File: config.mk
export PLATFORM = sky130hd
export DESIGN_NAME = exe_stage_mul_flat
export DESIGN_NICKNAME = d
export VERILOG_FILES = /design/src/rtl/exe_stage_mul_if.sv /design/src/rtl/exe_stage_mul.sv /design/src/flat_wrapper.sv
export SDC_FILE = /design/constraint.sdc
export NUM_CORES = 1
export LEC_CHECK = 0
export CORE_MARGIN = 8
export CORE_UTILIZATION = 40
export DETAILED_ROUTE_END_ITERATION = 8
export GPL_ROUTABILITY_DRIVEN = 1
export SYNTH_ARGS = -nofsm -noshare
export SYNTH_HDL_FRONTEND = slang
export SYNTH_SLANG_ARGS = --single-unit
export TNS_END_PERCENT = 20
File: constraint.sdc
create_clock -name clk -period 1.7 [get_ports clk]
set_clock_uncertainty 0.15 [all_clocks]
set_input_delay 0.255 -clock clk [delete_from_list [all_inputs] [get_ports clk]]
set_output_delay 0.255 -clock clk [all_outputs]
set_load 0.01 [all_outputs]
File: src/rtl/exe_stage_mul_if.sv
// ID/EXE -> EXE/MEM bus for the execute stage: decoded instruction, forwarding
// sources and memory-stage freeze in, registered *_EXE outputs and busy back.
interface exe_stage_mul_if;
  logic        pause;
  logic        in_valid;
  logic        WB_En_ID;
  logic [1:0]  MEM_Signal_ID;
  logic [3:0]  EXE_CMD_ID;
  logic [4:0]  dest_ID;
  logic        imm_ID;
  logic [31:0] val1_ID;
  logic [31:0] val2_ID;
  logic [31:0] reg2_ID;
  logic [1:0]  fwd_sel1;
  logic [1:0]  fwd_sel2;
  logic [31:0] ALU_result_MEM;
  logic [31:0] wb_value;
  logic        busy;
  logic        WB_En_EXE;
  logic [1:0]  MEM_Signal_EXE;
  logic [4:0]  dest_EXE;
  logic [31:0] ALU_result_EXE;
  logic [31:0] reg2_EXE;

  modport master (
    output pause, in_valid, WB_En_ID, MEM_Signal_ID, EXE_CMD_ID, dest_ID, imm_ID,
           val1_ID, val2_ID, reg2_ID, fwd_sel1, fwd_sel2, ALU_result_MEM, wb_value,
    input  busy, WB_En_EXE, MEM_Signal_EXE, dest_EXE, ALU_result_EXE, reg2_EXE
  );

  modport slave (
    input  pause, in_valid, WB_En_ID, MEM_Signal_ID, EXE_CMD_ID, dest_ID, imm_ID,
           val1_ID, val2_ID, reg2_ID, fwd_sel1, fwd_sel2, ALU_result_MEM, wb_value,
    output busy, WB_En_EXE, MEM_Signal_EXE, dest_EXE, ALU_result_EXE, reg2_EXE
  );
endinterface

File: src/rtl/exe_stage_mul.sv
// Execute stage + EXE/MEM register: operand forwarding, single-cycle ALU and, when
// EXE_MUL_EN is defined, an iterative MUL_BITS-per-cycle multiplier (otherwise MUL yields 0).
module exe_stage_mul #(
  parameter int MUL_BITS = 1
) (
  input logic            clk,
  input logic            rst,
  exe_stage_mul_if.slave bus
);
  localparam int DATA_W = 32;

  typedef struct packed {
    logic              wb_en;
    logic [1:0]        mem_sig;
    logic [4:0]        dest;
    logic [DATA_W-1:0] result;
    logic [DATA_W-1:0] reg2;
  } exe_reg_t;

  if (!(MUL_BITS == 1 || MUL_BITS == 2 || MUL_BITS == 4 || MUL_BITS == 8)) begin : g_bad_mul_bits
    $error("exe_stage_mul: MUL_BITS must be 1, 2, 4 or 8");
  end

  function automatic logic [DATA_W-1:0] fwd_mux(input logic [1:0] sel,
                                                input logic [DATA_W-1:0] rf,
                                                input logic [DATA_W-1:0] mem,
                                                input logic [DATA_W-1:0] wb);
    case (sel)
      2'd1:    return mem;
      2'd2:    return wb;
      default: return rf;
    endcase
  endfunction

  function automatic logic [DATA_W-1:0] alu(input logic [3:0] cmd,
                                            input logic signed [DATA_W-1:0] a,
                                            input logic signed [DATA_W-1:0] b);
    logic [4:0] sh;
    sh = b[4:0];
    case (cmd)
      4'd0:    return a + b;
      4'd1:    return a - b;
      4'd2:    return a & b;
      4'd3:    return a | b;
      4'd4:    return ~(a | b);
      4'd5:    return a ^ b;
      4'd6:    return a << sh;
      4'd7:    return a >>> sh;
      4'd8:    return $unsigned(a) >> sh;
      default: return '0;
    endcase
  endfunction

  logic signed [DATA_W-1:0] op_a, op_b;
  logic [DATA_W-1:0]        store_data;
  exe_reg_t                 issue_p0, exe_q;

  // Stage p0: forwarding and ALU
  always_comb begin
    op_a       = fwd_mux(bus.fwd_sel1, bus.val1_ID, bus.ALU_result_MEM, bus.wb_value);
    op_b       = bus.imm_ID ? bus.val2_ID
                            : fwd_mux(bus.fwd_sel2, bus.val2_ID, bus.ALU_result_MEM, bus.wb_value);
    store_data = fwd_mux(bus.fwd_sel2, bus.reg2_ID, bus.ALU_result_MEM, bus.wb_value);
    issue_p0   = '0;
    if (bus.in_valid) begin
      issue_p0.wb_en   = bus.WB_En_ID;
      issue_p0.mem_sig = bus.MEM_Signal_ID;
      issue_p0.dest    = bus.dest_ID;
      issue_p0.result  = alu(bus.EXE_CMD_ID, op_a, op_b);
      issue_p0.reg2    = store_data;
    end
  end

  assign bus.WB_En_EXE      = exe_q.wb_en;
  assign bus.MEM_Signal_EXE = exe_q.mem_sig;
  assign bus.dest_EXE       = exe_q.dest;
  assign bus.ALU_result_EXE = exe_q.result;
  assign bus.reg2_EXE       = exe_q.reg2;

`ifdef EXE_MUL_EN
  localparam int         ITER    = DATA_W / MUL_BITS;
  localparam logic [3:0] CMD_MUL = 4'd9;

  typedef enum logic [1:0] {IDLE, RUN, DONE} state_t;

  state_t            state;
  logic [5:0]        iter_cnt;
  logic              is_mul;
  logic [DATA_W-1:0] mcand_p1, mplier_p1, acc_p1, partial_p1;
  exe_reg_t          held_p1, done_p1;

  assign is_mul  = bus.in_valid && (bus.EXE_CMD_ID == CMD_MUL);
  // busy is raised as soon as a MUL is presented, even while the memory stage is frozen
  assign bus.busy = rst && ((state == RUN) || (state == IDLE && is_mul));

  always_comb begin
    partial_p1     = mcand_p1 * DATA_W'(mplier_p1[MUL_BITS-1:0]);
    done_p1        = held_p1;
    done_p1.result = acc_p1;
  end

  // Stage p1: shift-add multiplier; operands and control captured once at MUL start
  always_ff @(posedge clk) begin
    if (state == IDLE && is_mul && !bus.pause) begin
      mcand_p1  <= op_a;
      mplier_p1 <= op_b;
      acc_p1    <= '0;
      held_p1   <= issue_p0;
    end else if (state == RUN) begin
      acc_p1    <= acc_p1 + partial_p1;
      mcand_p1  <= mcand_p1 << MUL_BITS;
      mplier_p1 <= mplier_p1 >> MUL_BITS;
    end
  end

  always_ff @(posedge clk or negedge rst) begin
    if (!rst) begin
      state    <= IDLE;
      iter_cnt <= '0;
      exe_q    <= '0;
    end else begin
      case (state)
        IDLE: if (!bus.pause) begin
          if (is_mul) begin
            state    <= RUN;
            iter_cnt <= '0;
            exe_q    <= '0;
          end else begin
            exe_q <= issue_p0;
          end
        end
        RUN: begin
          iter_cnt <= iter_cnt + 6'd1;
          if (iter_cnt == 6'(ITER - 1)) state <= DONE;
          if (!bus.pause) exe_q <= '0;
        end
        DONE: if (!bus.pause) begin
          exe_q <= done_p1;
          state <= IDLE;
        end
        default: state <= IDLE;
      endcase
    end
  end
`else
  assign bus.busy = 1'b0;

  always_ff @(posedge clk or negedge rst) begin
    if (!rst)            exe_q <= '0;
    else if (!bus.pause) exe_q <= issue_p0;
  end
`endif
endmodule

File: src/flat_wrapper.sv
// flat-port wrapper written by rule: the top's interface ports become plain ports
module exe_stage_mul_flat 
#(
  parameter int MUL_BITS = 1
)
  (clk, rst, bus_pause, bus_in_valid, bus_WB_En_ID, bus_MEM_Signal_ID, bus_EXE_CMD_ID, bus_dest_ID, bus_imm_ID, bus_val1_ID, bus_val2_ID, bus_reg2_ID, bus_fwd_sel1, bus_fwd_sel2, bus_ALU_result_MEM, bus_wb_value, bus_busy, bus_WB_En_EXE, bus_MEM_Signal_EXE, bus_dest_EXE, bus_ALU_result_EXE, bus_reg2_EXE);
  exe_stage_mul_if bus_i ();
  input logic clk;
  input logic rst;
  input wire logic [$bits(bus_i.pause)-1:0] bus_pause;
  input wire logic [$bits(bus_i.in_valid)-1:0] bus_in_valid;
  input wire logic [$bits(bus_i.WB_En_ID)-1:0] bus_WB_En_ID;
  input wire logic [$bits(bus_i.MEM_Signal_ID)-1:0] bus_MEM_Signal_ID;
  input wire logic [$bits(bus_i.EXE_CMD_ID)-1:0] bus_EXE_CMD_ID;
  input wire logic [$bits(bus_i.dest_ID)-1:0] bus_dest_ID;
  input wire logic [$bits(bus_i.imm_ID)-1:0] bus_imm_ID;
  input wire logic [$bits(bus_i.val1_ID)-1:0] bus_val1_ID;
  input wire logic [$bits(bus_i.val2_ID)-1:0] bus_val2_ID;
  input wire logic [$bits(bus_i.reg2_ID)-1:0] bus_reg2_ID;
  input wire logic [$bits(bus_i.fwd_sel1)-1:0] bus_fwd_sel1;
  input wire logic [$bits(bus_i.fwd_sel2)-1:0] bus_fwd_sel2;
  input wire logic [$bits(bus_i.ALU_result_MEM)-1:0] bus_ALU_result_MEM;
  input wire logic [$bits(bus_i.wb_value)-1:0] bus_wb_value;
  output wire logic [$bits(bus_i.busy)-1:0] bus_busy;
  output wire logic [$bits(bus_i.WB_En_EXE)-1:0] bus_WB_En_EXE;
  output wire logic [$bits(bus_i.MEM_Signal_EXE)-1:0] bus_MEM_Signal_EXE;
  output wire logic [$bits(bus_i.dest_EXE)-1:0] bus_dest_EXE;
  output wire logic [$bits(bus_i.ALU_result_EXE)-1:0] bus_ALU_result_EXE;
  output wire logic [$bits(bus_i.reg2_EXE)-1:0] bus_reg2_EXE;
  assign bus_i.pause = bus_pause;
  assign bus_i.in_valid = bus_in_valid;
  assign bus_i.WB_En_ID = bus_WB_En_ID;
  assign bus_i.MEM_Signal_ID = bus_MEM_Signal_ID;
  assign bus_i.EXE_CMD_ID = bus_EXE_CMD_ID;
  assign bus_i.dest_ID = bus_dest_ID;
  assign bus_i.imm_ID = bus_imm_ID;
  assign bus_i.val1_ID = bus_val1_ID;
  assign bus_i.val2_ID = bus_val2_ID;
  assign bus_i.reg2_ID = bus_reg2_ID;
  assign bus_i.fwd_sel1 = bus_fwd_sel1;
  assign bus_i.fwd_sel2 = bus_fwd_sel2;
  assign bus_i.ALU_result_MEM = bus_ALU_result_MEM;
  assign bus_i.wb_value = bus_wb_value;
  assign bus_busy = bus_i.busy;
  assign bus_WB_En_EXE = bus_i.WB_En_EXE;
  assign bus_MEM_Signal_EXE = bus_i.MEM_Signal_EXE;
  assign bus_dest_EXE = bus_i.dest_EXE;
  assign bus_ALU_result_EXE = bus_i.ALU_result_EXE;
  assign bus_reg2_EXE = bus_i.reg2_EXE;
  exe_stage_mul #(.MUL_BITS(MUL_BITS)) u_core (.clk(clk), .rst(rst), .bus(bus_i));
endmodule
==> results.md, run 1 <==
* Pre-antenna DRT Iters at 6
* CP endpoint kind: register
* Final instance area at 20,800 sq um
* Average size of a mapped cell at 7.14 sq um
* Power Dens Cells at 683 nW/um^2
* Ys Warns at 0
* Initial antenna violation count at 2
* Worst r2r path cells at 6
* Buf+Inv Stages, Crit Path at 4
* # IOs at 254
* Post-synthesis simple-gate area fraction at 16.7%
* First-pass GRT wire length at 110,000 um
* CTS sink cnt at 72
* Min Tclk post-route at 4.28 ns
* Vias in the first global route at 17.8k
* Cells after Synth at 1,713
* Max Cap Viol at 0
* Core Util, Final at 68.4%
* XOR/XNOR Fraction of Synth Area at 3.94%
* Max-slew headroom at 37.0%
* Post-DRT Antenna Nets at 0
* Register area share after synthesis at 14.7%
* Post-Syn Nets at 2,003
* Number of synthesized flops with an enable pin at 0
* CTS Buf Count at 9
* Endpoints failing setup at 32
* Crit-path slowest cell: a2111oi_4
* Fin. Hold Viols at 0
* Reg-to-reg slack, setup at -0.27 ns
* Starting DRT DRC Count at 2,773
* Adder-Cell Fraction of Synth Area at 11.2%
* Type of origin of the critical path: input port
* Critical Path Source: bus_fwd_sel2[0]
* Starting Density at 40.3%
* Root buf cell: clkbuf_16
* FF-to-FF Start: u_core.bus.ALU_result_EXE[27]$_DFFE_PN0N_
* Pin count of the biggest net entering global routing at 71
* Max clock buf depth at 2
* FF+latch area at 1810 sq um
* Area taken by multi-input logic gates at 10,400 sq um
* Hold endpoint: u_core.bus.MEM_Signal_EXE[1]$_DFFE_PN0N_
* CTS tree: built
* Mux contribution to synthesized area at 12.2%
* Fin crit share at 252%
* Crit path max-delay family: compound AO/OA/AOI/OAI gates
* Worst Path Max Fanout at 8
* Count of state elements after synthesis at 72
* Max-slew violation count at 0
* Synth Cell Area at 12,200 sq um
* Fillers at 2,512
* Hpwl dp at 61,400 um
* LEAKAGE at 10.1 nW
* Status: finished with violations
* Hold Path Depth at 2
* Wire length per cell at 26.1 um
* Total power at 0.0142 W
* CTS H-Tree Depth at 3
* Reg2Reg Capture Point: u_core.bus.ALU_result_EXE[27]$_DFFE_PN0N_
* DRC Markers at 0
* RSZ-0062 raised after global routing: true
* Worst slew pin tran at 0.934 ns
* CP Data Arrival Time at 4.38 ns
* Netlist cell types at 78
* Max incr delay on CP at 0.44 ns
* Placed insts at 2,841
* Worst hold path startpoint: bus_pause
* Largest family of logic cells by synthesized area: compound AO/OA/AOI/OAI gates
* Non-Filler Instances at 2,881
* Worst Setup Path Type: in2reg
* Clk pin slew, worst setup/hold paths at 0.06 ns
* Die width at 191 um
* DR vias at 17.9k
* Routability cong. at 1.07
* Ys flop type: dfrtp_1
* GRT Total Usage at 40.0%
* Placement Cell Area at 19,600 sq um
* Failing checks: setup timing
* Core ar. at 30,300 sq um
* Layout Area Growth over Synthesis at 69.8%
* Height of the die at 191 um
* Hold Path Class: in2reg
* FMAX at 234 MHz
* Vias per inst at 6.22
* Critical path cell sequence: buf_8 -> buf_4 -> ha_4 -> a22oi_2 -> buf_4 -> o21ai_4 -> buf_6 -> a2111oi_4 -> nand2_1 -> a21oi_2 -> a21oi_2 -> xnor2_1 -> ha_1 -> a21o_1 -> a21o_1 -> a221o_1 -> nor2_4 -> o31ai_4 -> a31oi_4 -> o21bai_1 -> xor2_1 -> a221o_1
* Sum Neg Setup Slack at -71.70 ns
* Final worst slack at -2.58 ns
* Net count, final at 2,769
* Layout cell share with drive strength beyond 1 at 32.6%
* Compound-Gate Fraction of Synth Area at 34.7%
* Gr ovfl total at 0
* Die area at 36,400 sq um
* FFs w/ async S/R, synth at 100%
* Rows at 64
* Worst-skew pair later-pin latency at 0.38 ns
* Final WL at 75,300 um
* IO buf count at 252
* Worst path required time at 1.81 ns
* Peak supply drop at 0.000552 V
## flip-flops by register name, indices dropped and copies added, names as in the netlist
signal                     flops
u_core.bus.MEM_Signal_EXE      2
u_core.bus.dest_EXE            5
u_core.bus.ALU_result_EXE     32
u_core.bus.reg2_EXE           32
u_core.bus.WB_En_EXE           1
## routing by layer
layer / share of wire [%] / global-route usage (%)
met4: 6.6 / 23.9
met1: 39 / 49.9
met3: 11 / 10.1
met2: 44 / 61.3
met5: 0 / 0
## area by class of cell
| type | instances | share of cell area (%) |
|---|---|---|
| flip-flops and latches | 72 | 8.70 |
| clock inverters | 4 | 0.108 |
| well taps | 396 | 2.39 |
| multi-input cells | 1442 | 50.3 |
| repair buffers | 880 | 35.9 |
| inverters | 74 | 1.40 |
| clock buffers | 11 | 1.12 |
| diodes | 2 | 0.0241 |
## kinds of logic (layout without fill, tap and decap cells)
logic type,count (synthesis),after routing
multiplexers,147,147
buffers and inverters,199,969
XOR/XNOR,55,55
flip-flops,72,72
adder cells (fa/ha/maj),109,109
AO/OA/AOI/OAI,656,656
other,1,3
AND/OR/NAND/NOR,474,474
## synthesized netlist by cell type (15+ instances only)
master / instances / area share (%)
clkbuf_1: 77 / 2.4
nand2_1: 212 / 6.5
buf_1: 15 / 0.46
o21ai_0: 163 / 6.7
dfrtp_1: 72 / 15
a21oi_1: 170 / 7.0
a31oi_1: 22 / 1.1
xnor2_1: 43 / 3.1
inv_1: 69 / 2.1
nor3_1: 26 / 1.1
ha_1: 108 / 11
nor2_1: 147 / 4.5
buf_2: 27 / 1.1
a22oi_1: 71 / 4.4
a221o_1: 21 / 1.7
o211ai_1: 32 / 2.0
a211oi_1: 18 / 1.1
nand3_1: 23 / 0.94
mux2i_1: 133 / 11
o22ai_1: 15 / 0.77
## report_power, final
group / switching, W / internal, W
combinational: 0.00557 / 0.00477
clock: 0.000888 / 0.000973
sequential: 0.000106 / 0.00186
total: 0.00657 / 0.00760
## stage by stage
| step | hold slack [ns] | setup slack (ns) |
|---|---|---|
| floorplan | -0.191 | -2.71 |
| global placement | -0.00798 | -3.51 |
| detailed placement | -0.00774 | -3.55 |
| CTS | 0.0900 | -2.56 |
| global route | 0.0995 | -2.71 |
| finish | 0.112 | -2.58 |
## cell usage in the layout, fill, tap and decap left out, types with 7 or more instances in the layout
cell and n:
buf_4 604, nand2_1 207, clkdlybuf4s50_1 187, a21oi_1 146, nor2_1 143, o21ai_0 133, mux2i_1 124, ha_1 100
dfrtp_1 69, a22oi_1 67, inv_1 67, dlygate4sd2_1 36, xnor2_1 34, o211ai_1 32, o21ai_1 30, dlymetal6s2s_1 24
a21oi_2 22, a221o_1 21, nand3_1 21, nor3_1 21, a31oi_1 20, o22ai_1 15, buf_6 14, a21o_1 13
a222oi_1 13, nand4_1 12, a211oi_1 12, buf_12 12, mux2_2 11, o21ai_2 10, a221oi_1 10, o21a_1 9
xnor2_2 9, clkbuf_16 9, mux2i_2 8, o221ai_1 8, and2_1 7, nand2b_1 7, xor2_1 7
## worst max path at each step
stage                                                 to  slack [ns]  cells past startpoint
2_1_floorplan  u_core.bus.ALU_result_EXE[30]$_DFFE_PN0N_       -2.71                     24
3_3_place_gp   u_core.bus.ALU_result_EXE[30]$_DFFE_PN0N_       -3.51                     20
3_5_place_dp   u_core.bus.ALU_result_EXE[30]$_DFFE_PN0N_       -3.55                     20
4_1_cts        u_core.bus.ALU_result_EXE[30]$_DFFE_PN0N_       -2.56                     21
5_1_grt        u_core.bus.ALU_result_EXE[30]$_DFFE_PN0N_       -2.71                     20
6_report       u_core.bus.ALU_result_EXE[30]$_DFFE_PN0N_       -2.58                     22
## what timing repair did
action / in CTS / in global routing
hold buffers: 1 / 0
pin swaps: 73 / 34
gates resized for setup: 170 / 78
setup endpoints to repair: 99 / 58
buffers inserted: 17 / 6
endpoints found under the hold margin: 72 / 0
(Power assumes the default switching activity.)
==> run 2: changes to the inputs <==
Clock period 1.7 ns to 4.4 ns, I/O delays scaled along.
==> run 2 against run 1 <==
Net effect:
- the flow still finishes with violations (setup timing)
- setup slack better by 2.4 ns
- design area fell by 6.2%
- clock-buffer cell count is 1 lower
- final cell count down 4.0%
- via count is 5.9% lower
- sequential power shrank 61%
- clock power fell by 52%
- highest routed layer unchanged
==> results.md, run 2 (synthesized netlist as in run 1, its figures left out) <==
* CP endpoint kind: register
* Worst r2r path cells at 5
* FF+latch area at 1800 sq um
* Peak supply drop at 0.000217 V
* Max incr delay on CP at 0.49 ns
* Endpoints failing setup at 14
* First-pass GRT wire length at 104,000 um
* Hpwl dp at 56,000 um
* Worst Setup EP: u_core.bus.ALU_result_EXE[30]$_DFFE_PN0N_
* Fillers at 2,722
* Rows at 64
* IO buf count at 252
* Fin. Hold Viols at 0
* Worst-skew pair later-pin latency at 0.38 ns
* Sum Neg Setup Slack at -1.19 ns
* Status: finished with violations
* Final WL at 71,100 um
* Most frequent cells in the layout: 502 x buf_4, 241 x clkdlybuf4s50_1, 210 x nand2_1, 156 x a21oi_1, 147 x o21ai_0
* CTS Buf Count at 9
* Die area at 36,400 sq um
* # IOs at 254
* Crit-path slowest cell: clkdlybuf4s50_1
* Failing checks: setup timing
* Height of the die at 191 um
* Core ar. at 30,300 sq um
* Initial antenna violation count at 3
* Crit path max-delay family: compound AO/OA/AOI/OAI gates
* Hold WS at 0.178 ns
* Min Tclk post-route at 4.59 ns
* DRC Markers at 0
* CTS sink cnt at 72
* Max-slew headroom at 29.7%
* FF-to-FF Start: u_core.bus.ALU_result_EXE[27]$_DFFE_PN0N_
* Worst path required time at 4.52 ns
* LEAKAGE at 8.95 nW
* Post-DRT Antenna Nets at 0
* Critical path cell sequence: clkdlybuf4s50_1 -> o21ai_2 -> nand4_1 -> buf_4 -> a211oi_2 -> a21boi_4 -> a21oi_2 -> xnor2_1 -> buf_4 -> ha_2 -> a21o_1 -> a21o_1 -> a221o_1 -> nor2_4 -> o31ai_4 -> buf_12 -> a31oi_4 -> o21bai_1 -> xor2_1 -> a221o_1
* DR vias at 16.9k
* Starting Density at 40.3%
* CTS H-Tree Depth at 3
* Max clock buf depth at 2
* Wire length per cell at 25.7 um
* Worst Path Max Fanout at 4
* Type of origin of the critical path: input port
* CP Data Arrival Time at 4.71 ns
* RSZ-0062 raised after global routing: true
* Pin count of the biggest net entering global routing at 71
* Max Cap Viol at 0
* Pre-CTS WS at -1.20 ns
* Final worst slack at -0.190 ns
* Power Dens Cells at 273 nW/um^2
* Max-slew violation count at 0
* Gr ovfl total at 0
* Met3 wire len at 5810 um
* Hold_buf cts at 0
* Root buf cell: clkbuf_16
* Worst slew pin tran at 1.05 ns
* Buf+Inv Stages, Crit Path at 4
* Total power at 0.00532 W
* Pre-antenna DRT Iters at 6
* Net count, final at 2,652
* Routability cong. at 1.09
* Area taken by multi-input logic gates at 10,100 sq um
* Reg2Reg Capture Point: u_core.bus.ALU_result_EXE[27]$_DFFE_PN0N_
* Hold Path Class: in2async
* Critical Path Stages at 20
* Top Metal Used: met4
* Critical Path Source: bus_ALU_result_MEM[3]
* Met1 Routed Length at 28,500 um
* GRT Total Usage at 37.8%
* Worst Setup Path Type: in2reg
* Die width at 191 um
* Clk pin slew, worst setup/hold paths at 0.07 ns
* FMAX at 218 MHz
* Layout cell share with drive strength beyond 1 at 27.0%
* Vias in the first global route at 16.8k
* Reg-to-reg slack, setup at 2.44 ns
* Layout Area Growth over Synthesis at 59.3%
* Vias per inst at 6.10
* Starting DRT DRC Count at 2,339
* CTS tree: built
* Most common cell after layout, fill and taps aside: buf_4
* Fin crit share at 104%
* DR WL met2 at 32,200 um
run 2: cell type report:
type	instances	area share, %
antenna	3	0.0386
tap	396	2.55
clock inverter	6	0.469
clock buffer	10	1.23
multi-input combinational	1442	51.9
inverter	74	1.49
timing repair buffer	763	33.1
sequential	72	9.26
run 2: worst min path at each step:
| stage | to | slack [ns] |
|---|---|---|
| 2_1_floorplan | u_core.bus.ALU_result_EXE[0]$_DFFE_PN0N_ | 0.21 |
| 3_3_place_gp | u_core.bus.reg2_EXE[25]$_DFFE_PN0N_ | 0.31 |
| 3_5_place_dp | u_core.bus.reg2_EXE[25]$_DFFE_PN0N_ | 0.32 |
| 4_1_cts | u_core.bus.dest_EXE[0]$_DFFE_PN0N_ | 0.21 |
| 5_1_grt | u_core.bus.dest_EXE[0]$_DFFE_PN0N_ | 0.23 |
| 6_report | u_core.bus.dest_EXE[0]$_DFFE_PN0N_ | 0.18 |
run 2: metrics by stage:
step | cell area, sq um | cells | util [%]
5_1_grt | 19500 | 2766 | 64.1
3_3_place_gp | 18600 | 2730 | 61.4
2_1_floorplan | 12400 | 1713 | -
6_report | 19500 | 2766 | 64.1
4_1_cts | 19300 | 2760 | 63.6
3_5_place_dp | 18600 | 2730 | 61.4
run 2: report_power, final:
group          leakage [nW]  switching [W]  internal (W)
registers             0.967      0.0000439      0.000718
clock network         0.163       0.000382      0.000516
logic                  7.82        0.00194       0.00172
total                  8.95        0.00236       0.00296
run 2: metal layers:
metal  GRT usage, %  up-vias
met4           21.7        0
met3           6.91      253
met2           60.6      928
li1               -     7665
met5              0        -
met1           46.9     8027
run 2: timing repair:
item / 4_1_cts / 5_1_grt
endpoints found under the setup margin: 31 / 25
pin swaps: 46 / 29
setup buffers: 16 / 3
gates resized for setup: 78 / 32
